**src/rtl/knn_stream_classifier.sv**
```systemverilog
// rtl/knn_stream_classifier.sv - streaming KNN core: L1/L2 distance accumulation, sorted top-K insert, majority vote
// Distances saturate; the neighbour list is kept sorted and stable, and the vote breaks ties on nearest rank.
module knn_stream_classifier #(
    parameter int W      = 32,
    parameter int TYPE_W = 3,
    parameter int K      = 7,
    parameter int L      = 32,
    parameter int ACC_W  = 72,
    localparam int NUM_TYPES = 2 ** TYPE_W,
    localparam int CNT_W     = $clog2(K + 1),
    localparam int VC_W      = $clog2(L + 1)
) (
    input  logic              clk_i,
    input  logic              rst_i,
    input  logic              start_i,
    input  logic              mode_i,
    input  logic              elem_valid_i,
    output logic              elem_ready_o,
    input  logic [W-1:0]      elem_train_i,
    input  logic [W-1:0]      elem_input_i,
    input  logic              elem_last_i,
    input  logic [TYPE_W-1:0] vec_type_i,
    output logic              busy_o,
    output logic [TYPE_W-1:0] inferred_type_o,
    output logic [CNT_W-1:0]  vote_count_o,
    output logic              inference_done_o
);
    typedef enum logic [2:0] {IDLE, ACCUM, INSERT, VOTE, DONE} state_t;

    state_t              state_q, state_d;
    logic                mode_q;
    logic [ACC_W-1:0]    acc_q;
    logic [VC_W-1:0]     vec_cnt_q;
    logic [TYPE_W-1:0]   vtype_q;
    logic [TYPE_W-1:0]   vote_t_q;
    logic [CNT_W-1:0]    best_cnt_q, best_rank_q;
    logic [TYPE_W-1:0]   best_type_q;
    logic [TYPE_W-1:0]   inferred_type_q;
    logic [CNT_W-1:0]    vote_count_q;
    logic                done_q;
    logic [ACC_W-1:0]    dist_q [K];
    logic [TYPE_W-1:0]   typ_q  [K];
    logic                vld_q  [K];

    logic                beat;
    logic [W-1:0]        diff;
    logic [2*W-1:0]      sq;
    logic [ACC_W-1:0]    term;
    logic [ACC_W:0]      sum;
    logic [ACC_W-1:0]    acc_next;

    assign beat         = elem_valid_i && elem_ready_o;
    assign elem_ready_o = (state_q == ACCUM) && !start_i;
    assign busy_o       = (state_q != IDLE);
    assign diff         = (elem_train_i >= elem_input_i) ? (elem_train_i - elem_input_i)
                                                         : (elem_input_i - elem_train_i);
    assign sq           = {{W{1'b0}}, diff} * {{W{1'b0}}, diff};
    assign term         = mode_q ? ACC_W'(sq) : ACC_W'(diff);
    assign sum          = {1'b0, acc_q} + {1'b0, term};
    assign acc_next     = sum[ACC_W] ? {ACC_W{1'b1}} : sum[ACC_W-1:0];

    // ins[i]: slot i is at or after the insertion point (list is sorted, so this is monotonic)
    logic [K-1:0]        ins, ins_prev;
    logic [ACC_W-1:0]    n_dist [K];
    logic [TYPE_W-1:0]   n_typ  [K];
    logic                n_vld  [K];
    logic [ACC_W-1:0]    p_dist [K];
    logic [TYPE_W-1:0]   p_typ  [K];
    logic                p_vld  [K];

    always_comb begin
        ins      = '0;
        ins_prev = '0;
        for (int i = 0; i < K; i++) begin
            ins[i]    = !vld_q[i] || (dist_q[i] > acc_q);
            p_dist[i] = acc_q;
            p_typ[i]  = vtype_q;
            p_vld[i]  = 1'b1;
        end
        for (int i = 1; i < K; i++) begin
            ins_prev[i] = ins[i-1];
            p_dist[i]   = dist_q[i-1];
            p_typ[i]    = typ_q[i-1];
            p_vld[i]    = vld_q[i-1];
        end
        for (int i = 0; i < K; i++) begin
            n_dist[i] = dist_q[i];
            n_typ[i]  = typ_q[i];
            n_vld[i]  = vld_q[i];
            if (ins[i] && !ins_prev[i]) begin
                n_dist[i] = acc_q;
                n_typ[i]  = vtype_q;
                n_vld[i]  = 1'b1;
            end else if (ins[i]) begin
                n_dist[i] = p_dist[i];
                n_typ[i]  = p_typ[i];
                n_vld[i]  = p_vld[i];
            end
        end
    end

    logic [CNT_W-1:0] v_cnt, v_rank;
    logic             v_found, v_win;

    always_comb begin
        v_cnt   = '0;
        v_rank  = '0;
        v_found = 1'b0;
        for (int i = 0; i < K; i++) begin
            if (vld_q[i] && (typ_q[i] == vote_t_q)) begin
                v_cnt = v_cnt + CNT_W'(1);
                if (!v_found) begin
                    v_rank  = CNT_W'(i);
                    v_found = 1'b1;
                end
            end
        end
        v_win = (v_cnt > best_cnt_q) ||
                ((v_cnt == best_cnt_q) && (v_cnt != '0) && (v_rank < best_rank_q));
    end

    always_comb begin
        state_d = state_q;
        case (state_q)
            IDLE:    if (start_i) state_d = ACCUM;
            ACCUM:   if (!start_i && beat && elem_last_i) state_d = INSERT;
            INSERT:  if (start_i || (32'(vec_cnt_q) + 1 < L)) state_d = ACCUM;
                     else state_d = VOTE;
            VOTE:    if (start_i) state_d = ACCUM;
                     else if (vote_t_q == TYPE_W'(NUM_TYPES - 1)) state_d = DONE;
            DONE:    state_d = start_i ? ACCUM : IDLE;
            default: state_d = IDLE;
        endcase
    end

    always_ff @(posedge clk_i) begin
        if (rst_i) begin
            state_q         <= IDLE;
            mode_q          <= 1'b0;
            acc_q           <= '0;
            vec_cnt_q       <= '0;
            vtype_q         <= '0;
            vote_t_q        <= '0;
            best_cnt_q      <= '0;
            best_rank_q     <= '0;
            best_type_q     <= '0;
            inferred_type_q <= '0;
            vote_count_q    <= '0;
            done_q          <= 1'b0;
            for (int i = 0; i < K; i++) begin
                dist_q[i] <= '0;
                typ_q[i]  <= '0;
                vld_q[i]  <= 1'b0;
            end
        end else begin
            state_q <= state_d;
            done_q  <= 1'b0;
            if (start_i) begin
                mode_q    <= mode_i;
                acc_q     <= '0;
                vec_cnt_q <= '0;
                for (int i = 0; i < K; i++) vld_q[i] <= 1'b0;
            end else begin
                case (state_q)
                    ACCUM: if (beat) begin
                        acc_q <= acc_next;
                        if (elem_last_i) vtype_q <= vec_type_i;
                    end
                    INSERT: begin
                        for (int i = 0; i < K; i++) begin
                            dist_q[i] <= n_dist[i];
                            typ_q[i]  <= n_typ[i];
                            vld_q[i]  <= n_vld[i];
                        end
                        acc_q       <= '0;
                        vec_cnt_q   <= vec_cnt_q + VC_W'(1);
                        vote_t_q    <= '0;
                        best_cnt_q  <= '0;
                        best_rank_q <= '0;
                        best_type_q <= '0;
                    end
                    VOTE: begin
                        vote_t_q <= vote_t_q + TYPE_W'(1);
                        if (v_win) begin
                            best_cnt_q  <= v_cnt;
                            best_rank_q <= v_rank;
                            best_type_q <= vote_t_q;
                        end
                    end
                    default: ;
                endcase
            end
            if (state_q == DONE) begin
                inferred_type_q <= best_type_q;
                vote_count_q    <= best_cnt_q;
                done_q          <= 1'b1;
            end
        end
    end

    assign inferred_type_o  = inferred_type_q;
    assign vote_count_o     = vote_count_q;
    assign inference_done_o = done_q;
endmodule

```
**config.mk**
```make
export PLATFORM = sky130hd
export DESIGN_NAME = knn_stream_classifier
export DESIGN_NICKNAME = d
export VERILOG_FILES = /design/src/rtl/knn_stream_classifier.sv
export SDC_FILE = /design/constraint.sdc
export NUM_CORES = 2
export LEC_CHECK = 0
export CELL_PAD_IN_SITES_DETAIL_PLACEMENT = 2
export CELL_PAD_IN_SITES_GLOBAL_PLACEMENT = 2
export CORE_UTILIZATION = 42
export DETAILED_ROUTE_END_ITERATION = 10
export PLACE_DENSITY = 0.89
export SKIP_CTS_REPAIR_TIMING = 1
export SYNTH_ARGS = -nofsm -noshare
export SYNTH_HDL_FRONTEND = slang
export SYNTH_SLANG_ARGS = --single-unit
```
**constraint.sdc**
```tcl
create_clock -name clk_i -period 20 [get_ports clk_i]
set_input_delay 4 -clock clk_i [delete_from_list [all_inputs] [get_ports clk_i]]
set_output_delay 4 -clock clk_i [all_outputs]
set_load 0.03 [all_outputs]
```
After elaboration in Yosys (flattened, before gate mapping) --
Memories as Yosys holds them, arrays and structs flattened. Cells that the tools add are included.
Storage, ports and cells: bits in registers 104, latch bits 0, RAM bits 532, memory bits (read-only) 0, bits of input ports 73, output and inout port bits 9, logic and storage cells 260, memories kept 3
Memory list:
- dist_q | words 7, bits a word 72, rd ports 7, clocked after Yosys merged registers in 0, wr ports 7, line 41 | logic [ACC_W-1:0] dist_q [K];
- typ_q | words 7, bits a word 3, rd ports 7, clocked after Yosys merged registers in 0, wr ports 7, line 42 | logic [TYPE_W-1:0] typ_q [K];
- vld_q | words 7, bits a word 1, rd ports 7, clocked after Yosys merged registers in 0, wr ports 7, line 43 | logic vld_q [K];
Operators by class: $add $sub $neg 12, $mul 1, divide/modulo/power cells 0, $lt $le $gt $ge 11, equality and inequality tests 18, shifts and indexed selects 0, mux-type cells 121, bitwise logic cells 29, reduce and logical (&&, ||, !) cells 53
Operators by type and width (number):
- two-way mux 72 bit | 22
- greater-than comparator 72 bit | 7
- case mux 72 bit (2 select lines) | 1
- two-way mux 3 bit | 43
- adder 72 x 64 -> 73 bit | 1
- multiplier 32 x 32 -> 64 bit | 1
- two-way mux 64 bit | 1
- subtractor 32 bit | 2
- two-way mux 1 bit | 47
- greater-or-equal comparator 32 bit | 1
- two-way mux 32 bit | 1
- bitwise OR 1 bit | 28
- == test 3 bit | 8
- case mux 3 bit (2 select lines) | 4
- adder 3 x 1 -> 3 bit (second input constant) | 7
- logical AND 1 bit | 19
- case mux 3 bit (5 select lines) | 1
- logical NOT 1 bit | 14
- logical OR 1 bit | 9
- adder 6 x 1 -> 7 bit (second input constant) | 1
- < comparator 7 x 6 -> 1 bit (second input constant) | 1
- adder 6 x 1 -> 6 bit (second input constant) | 1
- == test 3 x 2 -> 1 bit (second input constant) | 2
- == test 3 bit (second input constant) | 2
- other kinds (15) | 21

Depth between registers and ports, before layout --
An unclocked memory read counts as a cell.
depth after elaboration 22, depth in mapped cells 59, depth with buffers taken out 55

Worst setup path after synthesis --
No wires, ideal clock.
path kind input port to flip-flop, start in elem_train_i[2], end reg acc_q[0], setup time 86 ps, arrival time 16191 ps, data required time 19914 ps, setup slack 3723 ps, stages on the path 54, buffers on the path 6, path through inv_1 > ha_1 > buf_2 > o21a_1 > o31a_1 > or4_1 > a41o_1 > a311o_1 > mux2_2 > xnor2_1 > inv_1 > clkbuf_1 > buf_1 > nand2_1 > fa_1 > inv_1 > fa_1 > inv_1 > [18 not listed] > nor3_1 > a31oi_1 > xnor2_1 > and2_1 > ha_1 > clkbuf_1 > nand2_1 > o21ai_1 > a31oi_1 > or3b_2 > nand4_1 > a21oi_1 > o41ai_2 > nor2b_1 > buf_2 > nor2_1 > clkbuf_1 > a211oi_1
On the way: word-level cells in the longest chain between the ends 8, elaborated cells on any way between the ends 10, those cells by class add/sub (3); mul (1); order compare (1); mux (5)
Ends and longest elaborated chain:
- from (decl) | line 19 | input logic [W-1:0] elem_train_i,
- subtractor 32 bit, or another cell as far along | line 56 | : (elem_input_i - elem_train_i);
- two-way mux 32 bit * | line 55 | assign diff = (elem_train_i >= elem_input_i) ? (elem_train_i - elem_input_i)
- multiplier 32 x 32 -> 64 bit | line 57 | assign sq = {{W{1'b0}}, diff} * {{W{1'b0}}, diff};
- two-way mux 64 bit * | line 58 | assign term = mode_q ? ACC_W'(sq) : ACC_W'(diff);
- adder 72 x 64 -> 73 bit * | line 59 | assign sum = {1'b0, acc_q} + {1'b0, term};
- two-way mux 72 bit * | line 60 | assign acc_next = sum[ACC_W] ? {ACC_W{1'b1}} : sum[ACC_W-1:0];
- two-way mux 72 bit * | line 165 | ACCUM: if (beat) begin
- case mux 72 bit (2 select lines) * | line 164 | case (state_q)
- to (signal assigned) | line 166 | acc_q <= acc_next;
- to (decl) | line 32 | logic [ACC_W-1:0] acc_q;
Mark *: on every way between the ends. The rest lies on a longest branch, timed or not. The select of a mux whose other input is x is not followed. A chain may end at the register's enable or synchronous reset.

Worst setup path in the final report --
start in elem_train_i[21], end reg acc_q[10]
Same word-level chain as after synthesis.

==> run summary <==
The count of H-tree levels built during CTS came out at 3. Counting every net in the synthesized netlist gives around 10k. The largest net degree at the start of global routing came out at 118.

The largest total area in the synthesized netlist belongs to sky130_fd_sc_hd__fa_1. Based on the critical path, the design can be clocked at up to between 0.05 and 0.06 GHz. The number of antenna violations at the first check in global routing came out at 6. For the final database, setup skew stands at roughly 62 ps.

The ratio of routed vias to standard cells came out at around 6.4. The critical path's largest stage delay is slightly below 800 ps. The total of endpoints with negative setup slack in the final report is 0. The via count of the first global-routing pass came out at about 78k. In the final design database the tool counted between 9k and 10k nets. The number of flops mapped to enable cells by yosys came out at around 530.

The count of cell types in the netlist came out at between 80 and 90. Sorting the synthesized cells by how often they occur yields sky130_fd_sc_hd__inv_1 (1250), sky130_fd_sc_hd__nand2_1 (948), sky130_fd_sc_hd__ha_1 (922). The worst setup path is of the primary input to register kind. The number of violations reported at the end of detailed-routing iteration 0 came out at roughly 5.3k.

Including well taps, the total number of placed cells is about 10k. The run finished with clean final reports. Data on the critical path is required at its endpoint by 20540 ps. The fill cell instance count of the final layout came out at roughly 19k. Among all stages on the critical path, the largest delay is contributed by sky130_fd_sc_hd__o41ai_2. For the worst setup path, the data arrival time is roughly 20000 ps.

The worst hold path depth is 2. Cells with a size suffix above 1 make up between 3 and 4% of the layout. The detailed-route DRC error count came out at 0. The most used flip-flop cell after synthesis is sky130_fd_sc_hd__edfxtp_1.

Yosys attributes the largest share of cell area to sky130_fd_sc_hd__fa_1 (22%), sky130_fd_sc_hd__edfxtp_1 (21%), sky130_fd_sc_hd__ha_1 (15%), sky130_fd_sc_hd__inv_1 (6.2%), sky130_fd_sc_hd__nand2_1 (4.7%). The path category of the worst min-delay check is register to register. The leftover overflow at the end of global routing came out at 0. The global routing usage summed across all routing layers is a little under two fifths.

The worst-case reg-to-reg path depth came out at 14. The final max-slew violation count is 0. The wire length of the first global-routing pass is about 500000 um. In this design, the critical path's most frequently occurring cell is sky130_fd_sc_hd__inv_1.

The startpoint identified for the worst register-to-register timing path is acc_q[60]. Of the post-synthesis cell area, the dominant cell type holds between 20% and 30%. The sum of routed wire length over all layers came out at 338700 um.

The start point of the worst hold path is vote_count_o[1]. The starting utilization of the core area came out at 42.26%. The cell count after synthesis came out at 8223. The post-route core utilization is between 40% and 50%. The number of port buffers is 81. The final clock period utilization by the worst path came out at between 90% and 100%. The clock edge transition at the registers on the reported setup and hold paths is 60 ps.

The worst max-slew margin expressed relative to the limit is between 10 and 15%. The most common cell in the synthesized netlist is sky130_fd_sc_hd__inv_1. The overall die height is approximately 430 um. The synthesis warning total came out at 0. The final-report hold violation count came to 0. The slack of the worst reg-to-reg path is around 12000 ps. The detail route stage leaves a number of antenna-violating nets equal to 0. The floorplan has approximately 160 rows. The clock insertion delay at the later pin of the skew report is 720 ps. Counting both buffers and inverters, the worst setup path holds a total of 11. The top fanout value on the critical path came out at 19. The core region is roughly 0.18 mm2. The overall die width came out at between 400 and 500 um.

The congestion estimate from routability-driven global placement came to 0.9009. After routing the design area is a little over 0.08 mm2. The count of max-cap constraint violations came out at 0.

In this design, the largest share of critical-path delay is due to adder cells. The number of search-and-repair iterations in the first detailed-routing pass came out at 5. The final-layout setup total negative slack came out at 0 ps.

The count of vias placed by the detailed router is 66.77k. STA classifies the critical path startpoint as a primary input. The placed instances occupy a cell area of 0.07885 mm2. During I/O placement, the number of pins put on the boundary was between 80 and 90. The clock tree from TritonCTS is done.

The TritonCTS buffer count is 67. For this run, the register share of the synthesized area comes to a little under a quarter. The path with the worst hold slack has its endpoint at vote_count_o[1]. The measured slew at the worst slew-check pin is ~1300 ps.

The worst register-to-register path ends at dist_q[3][40]. The final instance count without filler cells came out at approximately 11k. STA classifies the critical path endpoint as a register. The average instance in the mapped netlist occupies just over 9 um2. The clock period minus worst slack came out at approximately 20000 ps. The total half-perimeter wirelength after legalization and detailed placement came out at about 250000 um. Of all flip-flops after synthesis, the portion carrying an async set or reset was 0%. CTS saw roughly 640 sinks.

From synthesis to final layout, the design area changed by 7.352%. The total of flip-flops plus latches after synthesis is approximately 640. The area of the die is approximately 0.18 mm2. Clock tree synthesis selected as its root buffer the cell sky130_fd_sc_hd__clkbuf_16.

The longest clock path from root to sink contains 3 buffers. Summing every instance area after synthesis gives roughly 0.075 mm2. The average routed wire per standard cell came out at approximately 32 um.
## how the worst max path moves through the flow
stage	start	endpoint	slack (ps)	depth (start not counted)
2_1_floorplan	elem_train_i[2]	acc_q[0]	3720	54
3_3_place_gp	elem_train_i[3]	acc_q[71]	720	51
3_5_place_dp	elem_train_i[3]	acc_q[71]	-130	53
4_1_cts	elem_train_i[3]	acc_q[71]	530	53
5_1_grt	elem_train_i[25]	acc_q[10]	-10	49
6_report	elem_train_i[21]	acc_q[10]	440	49
## per-layer routing
metal | track usage, % | share of wire, % | vias to the layer above
met5 | 0 | 0.012 | -
met1 | 41.21 | 36 | 34420
met2 | 64.73 | 50 | 3281
met3 | 5.614 | 6.1 | 1570
li1 | - | - | 27490
met4 | 26.70 | 8.4 | 6
## cell type report
cell class	instances	area, um2	area share (%)
inverters	1262	4748	5.866
well taps	2355	2947	3.640
flip-flops and latches	636	18050	22.30
diodes	2	5.005	0.006183
clock buffers	86	1819	2.247
multi-input cells	5948	51480	63.60
repair buffers	192	1642	2.028
clock inverters	33	257.7	0.3184
## stage by stage
stage | worst slack [ps] | hold WS (ps)
floorplan | 3723 | 431.9
global placement | 724.3 | 445.3
detailed placement | -125.9 | 459.5
CTS | 532.4 | 470.3
global route | -9.756 | 485.1
finish | 442.4 | 467.6
## flip-flops by register name, summed over array words and instances (netlist names), 6 cells and up
register,cells
vec_cnt_q,6
vld_q,7
acc_q,72
dist_q,504
typ_q,21
## layout by cell type (no fill, tap or decap), drive strengths merged, types with 12 or more instances in the layout
cell | synthesis | routed
nor4 | 18 | 18
and3 | 23 | 23
edfxtp | 531 | 531
xnor2 | 125 | 125
clkdlybuf4s50 | 0 | 80
and2 | 45 | 45
a21oi | 428 | 428
o21a | 45 | 45
or3 | 16 | 16
nand4 | 172 | 172
ha | 922 | 922
o21ai | 437 | 437
nand2 | 948 | 948
o31ai | 169 | 169
mux2i | 84 | 84
fa | 815 | 815
o211ai | 19 | 19
clkinv | 4 | 25
o21bai | 32 | 32
a31oi | 29 | 29
nand2b | 43 | 43
nor2b | 47 | 47
dfxtp | 105 | 105
inv | 1258 | 1266
nand3b | 15 | 15
buf | 89 | 112
a211oi | 103 | 103
nor3 | 47 | 47
clkbuf | 289 | 86
xor2 | 77 | 77
nand3 | 229 | 229
and4 | 12 | 12
nor2 | 586 | 587
a21o | 300 | 300
## kinds of logic after synthesis
family | count (synthesis) | share of synthesized area (%)
flip-flops | 636 | 23.93
XOR/XNOR | 203 | 2.416
adder cells (fa/ha/maj) | 1737 | 36.94
AND/OR/NAND/NOR | 2228 | 13.05
buffers and inverters | 1640 | 8.286
AO/OA/AOI/OAI | 1688 | 14.16
multiplexers | 91 | 1.220
## worst min-delay path, stage by stage (launching register included)
cell                      delay, ps
sky130_fd_sc_hd__dfxtp_1        320
sky130_fd_sc_hd__nand2_1         50
sky130_fd_sc_hd__a21oi_1         50
Power is not shown: default switching activity piles up to over one toggle a cycle in this logic, so the estimate is an artifact.
